File: config.mk
export PLATFORM = sky130hd
export DESIGN_NAME = pipe_shifter
export DESIGN_NICKNAME = d
export VERILOG_FILES = /design/src/rtl/pipe_shifter.sv
export SDC_FILE = /design/constraint.sdc
export NUM_CORES = 1
export LEC_CHECK = 0
export BUFFER_PORTS_ARGS = -buffer_cell sky130_fd_sc_hd__buf_2
export CAP_MARGIN = 15
export CORE_MARGIN = 4
export CORE_UTILIZATION = 48
export CTS_CLUSTER_DIAMETER = 120
export CTS_CLUSTER_SIZE = 40
export DETAILED_ROUTE_END_ITERATION = 8
export HOLD_SLACK_MARGIN = 0.1
export PLACE_DENSITY = 0.81
export REMOVE_ABC_BUFFERS = 1
export SYNTH_ARGS = -nofsm -noshare
export SYNTH_HDL_FRONTEND = slang
export SYNTH_SLANG_ARGS = --single-unit
File: constraint.sdc
create_clock -name Clk -period 1.5 [get_ports Clk]
set_input_delay 0.3 -clock Clk [delete_from_list [all_inputs] [get_ports Clk]]
set_output_delay 0.3 -clock Clk [all_outputs]
set_load 0.05 [all_outputs]
File: src/rtl/pipe_shifter.sv
// Multi-cycle shifter: one bit position per clock, result registered on completion.
// Supports logical right/left, arithmetic right and rotate right.
module pipe_shifter #(
   parameter int DATAWIDTH = 8
) (
   input  logic                 Clk,
   input  logic                 Rst,
   input  logic                 start,
   input  logic [1:0]           mode,
   input  logic [DATAWIDTH-1:0] a,
   input  logic [DATAWIDTH-1:0] sh_amt,
   output logic [DATAWIDTH-1:0] d,
   output logic                 busy,
   output logic                 done
);

   localparam int CW = $clog2(DATAWIDTH + 1);
   localparam logic [DATAWIDTH-1:0] DW_V = DATAWIDTH'(DATAWIDTH);

   typedef enum logic [1:0] {
      IDLE,
      BUSY,
      DONE
   } state_t;

   state_t               state;
   logic [DATAWIDTH-1:0] work;
   logic [CW-1:0]        cnt;
   logic [1:0]           mode_q;

   logic [DATAWIDTH-1:0] n_full;
   logic [CW-1:0]        n_eff;
   logic [DATAWIDTH-1:0] step;

   // Rotation wraps modulo width; the other modes saturate at full width.
   always_comb begin
      n_full = sh_amt;
      if (mode == 2'b11) begin
         n_full = sh_amt % DW_V;
      end else if (sh_amt >= DW_V) begin
         n_full = DW_V;
      end
      n_eff = CW'(n_full);
   end

   always_comb begin
      step = work;
      case (mode_q)
         2'b00:   step = {1'b0, work[DATAWIDTH-1:1]};
         2'b01:   step = {work[DATAWIDTH-2:0], 1'b0};
         2'b10:   step = {work[DATAWIDTH-1], work[DATAWIDTH-1:1]};
         default: step = {work[0], work[DATAWIDTH-1:1]};
      endcase
   end

   always_ff @(posedge Clk) begin
      if (Rst) begin
         state  <= IDLE;
         work   <= '0;
         cnt    <= '0;
         mode_q <= 2'b00;
         d      <= '0;
         busy   <= 1'b0;
         done   <= 1'b0;
      end else begin
         done <= 1'b0;
         case (state)
            IDLE, DONE: begin
               if (start) begin
                  work   <= a;
                  mode_q <= mode;
                  cnt    <= n_eff;
                  if (n_eff == '0) begin
                     state <= DONE;
                     d     <= a;
                     done  <= 1'b1;
                     busy  <= 1'b0;
                  end else begin
                     state <= BUSY;
                     busy  <= 1'b1;
                  end
               end else begin
                  state <= IDLE;
                  busy  <= 1'b0;
               end
            end
            BUSY: begin
               work <= step;
               cnt  <= cnt - CW'(1);
               if (cnt == CW'(1)) begin
                  state <= DONE;
                  d     <= step;
                  done  <= 1'b1;
                  busy  <= 1'b0;
               end else begin
                  busy <= 1'b1;
               end
            end
            default: begin
               state <= IDLE;
               busy  <= 1'b0;
            end
         endcase
      end
   end

endmodule

==> results.tsv <==
stage	metric	value	unit
floorplanning	# rows	19	
timing	Relative slew margins	77.4	%
synth	Gate Count Post-Synth	157	
pwr	Power, Total	1620	uW
drt	DR DRC count	0	
synth	post-synth design cell area	1380	um^2
drt	Routed Antenna Nets	0	
clock_network	number of buffers created by CTS	3	
drt	routed wl met3	229	um
min_path	Hold Path Class	in -> reg	
global_routing	total grt overflow	0	
synth	synth top area cells	dfxtp_1 38%, a21oi_1 5.8%, o211ai_1 4.4%	
floorplanning	core area	2760	um^2
worst_setup_path	CP top delay family	simple AND/OR/NAND/NOR gates	
final_layout	Finished Cell Area	1830	um^2
timing	Clock Skews	0.00303	ns
clock_network	Clock Root Buffer	clkbuf_4	
timing	# setup viols final	8	
floorplanning	total die area	3790	um^2
final_layout	multi-input logic area	871	um^2
drt	WL final	3750	um
synth	Avg Cell Area, Syn	8.77	um^2
synth	Post-synth EDFFs	0	
synth	dominant cell type by area after synthesis	dfxtp_1	
clock_network	Skew-Pair Late Insertion Delay	0.31	ns
clock_network	H-tree levels	1	
timing	Worst Tran Pin Value	0.338	ns
synth	register area share after synthesis	37.8	%
timing	Final Hold Fails	0	
worst_setup_path	CP max stage cell	or3b_4	
pwr	peak supply drop	0.000662	V
global_routing	first-pass GRT wire length	6180	um
drt	Via Count	1406	
worst_setup_path	CP startpoint kind	flop	
final_layout	Layout area overhead	32.6	%
timing	RSZ-0062 raised after global routing	true	
place	routability cong.	0.811	
worst_setup_path	WP buf/inv	1	
drt	Initial DRC Count	78	
worst_setup_path	WP data required	1.71	ns
final_layout	# fillers	220	
pwr	power per cell area	888	nW/um^2
synth	FFs w/ async S/R, synth	0	%
timing	minimum clock period	1.55	ns
pwr	Leak Pwr	0.000810	uW
global_routing	GRT Util Overall	21.4	%
timing	Worst Setup Slack, final	-0.0517	ns
drt	Routed wire per std cell	15.9	um
floorplanning	die outline height	61.5	um
timing	Final period util	103	%
synth	Synth cell types	38	
worst_setup_path	CP Max Fanout	3	
run_status	failing checks	setup timing	
timing	Pins Over Slew Limit	0	
clock_network	Clock Tree Buf Depth	2	
global_routing	vias in the first global route	1416	
clock_network	TritonCTS clock tree	done	
worst_setup_path	CP Class	reg -> reg	
job	Max-Cap Viols	0	
synth	Post-synth top flop	dfxtp_1	
floorplanning	Die X	61.5	um
place	Area after DPL	1680	um^2
clock_network	Sink Count	26	
global_routing	initial antenna violation count	0	
drt	first-pass iteration count of the detailed router	4	
drt	Vias/cell	5.96	
floorplanning	Top Ports	31	
final_layout	Finished Layout Cells	236	
timing	fmax	644	MHz
worst_setup_path	crit end category	flop	
final_layout	register area	523	um^2
final_layout	Final #Nets	229	
synth	Seq cells post-synth	26	
run_status	status	finished with violations	
place	dpl ws	-0.208	ns
final_layout	layout cells sized above 1	42.4	%
worst_setup_path	worst-path cell chain	inv_2 -> ha_4 -> or3b_4 -> o32ai_4 -> nor2_2 -> mux2_4	
worst_setup_path	crit path DAT	1.77	ns
place	final HPWL from detailed placement	2850	um
drt	top layer in use	met4	
drt	WL met2	1980	um
global_routing	largest net degree at the start of global routing	16	
place	IO buf count	30	
worst_setup_path	crit-path max cell delay	0.40	ns
synth	Ys Warns	0	
drt	met1 wire length	1500	um
timing	Setup TNS Final	-0.287	ns
place	Placed Instances	228	
final_layout	antenna cell count	0	
synth	area fraction of the dominant cell type after synthesis	37.8	%
clock_network	Reg clk slew, reported paths	0.13	ns
floorplanning	Starting Density	49.9	%
[stage by stage]
| stage | hold WS, ns | utilization (%) |
|---|---|---|
| after floorplan | 0.369 | - |
| after global placement | 0.464 | 61.0 |
| after detailed placement | 0.469 | 61.0 |
| after CTS | 0.218 | 65.2 |
| after global routing | 0.217 | 66.2 |
| final | 0.231 | 66.2 |
[flip-flops by register name (all words and copies together), names as in the netlist]
register and count:
done 1, cnt 4, d 8, mode_q 2, state 2, busy 1, work 8
[report_power, final]
group	switching, uW	total (uW)	internal [uW]
combinational	266	490	224
sequential	42.8	790	747
clock	193	341	148
total	502	1620	1120
[area by class of cell]
class	instances	area share, %
multi-input cells	117	47.7
inverters	2	0.411
well taps	31	2.12
repair buffers	56	19.1
clock buffers	4	1.99
flip-flops and latches	26	28.6
[kinds of logic after synthesis]
logic type	synth area share [%]
compound gates	29.9
buf+inv	4.09
flops	37.8
mux	1.91
simple gates	24.5
fa+ha+maj	1.82
[metal layers]
layer	vias up	global-route usage (%)
li1	678	-
met1	674	25.5
met2	49	37.7
met3	5	4.61
met4	0	7.58
met5	-	0
[synthesized netlist by cell type, types with 2 or more instances]
cell type	count
dfxtp_1	26
o211ai_1	8
nor2b_1	4
a22oi_1	6
ha_1	2
and3b_1	6
inv_1	2
or2_2	3
or3_1	2
o21ai_0	3
nand3_1	4
nand2_1	10
or3_4	2
a21o_1	6
nor2_1	10
buf_2	3
buf_1	3
a21oi_1	16
o221ai_1	6
nand2b_1	2
and2_1	2
nor3_1	5
clkbuf_1	6
a211o_1	6
[final timing paths]
| kind | start | end | slack (ns) | cells after the start |
|---|---|---|---|---|
| max | cnt[1] | d[7] | -0.05 | 6 |
| min | mode[1] | mode_q[1] | 0.23 | 3 |
| max reg2reg | cnt[1] | d[7] | -0.05 | 6 |
| min reg2reg | work[7] | work[7] | 0.49 | 2 |
[worst reg2reg max path: cells and delay by family (launching register included)]
family                     cells  cell delay [ns]
AOI/OAI and AO/OA              1             0.14
DFF                            1             0.35
adders and majority gates      1             0.11
and+or+nand+nor                2             0.49
buffers and inverters          1             0.07
muxes                          1             0.30
[layout by cell type (no fill, tap or decap), types with 8 or more instances in the layout]
master | netlist | final
buf_4 | 0 | 25
nand2_1 | 10 | 9
nor2_1 | 10 | 8
buf_2 | 3 | 30
dfxtp_1 | 26 | 24
o211ai_1 | 8 | 8
a21oi_1 | 16 | 15
[what timing repair did]
| action | in CTS | in global routing |
|---|---|---|
| endpoints found under the setup margin | 8 | 20 |
| hold buffers | 0 | 0 |
| pin swaps | 9 | 2 |
| endpoints found under the hold margin | 0 | 0 |
| buffers inserted | 4 | 0 |
| gates cloned | 0 | 0 |
| gates resized for setup | 12 | 8 |
(Power assumes the default switching activity.)
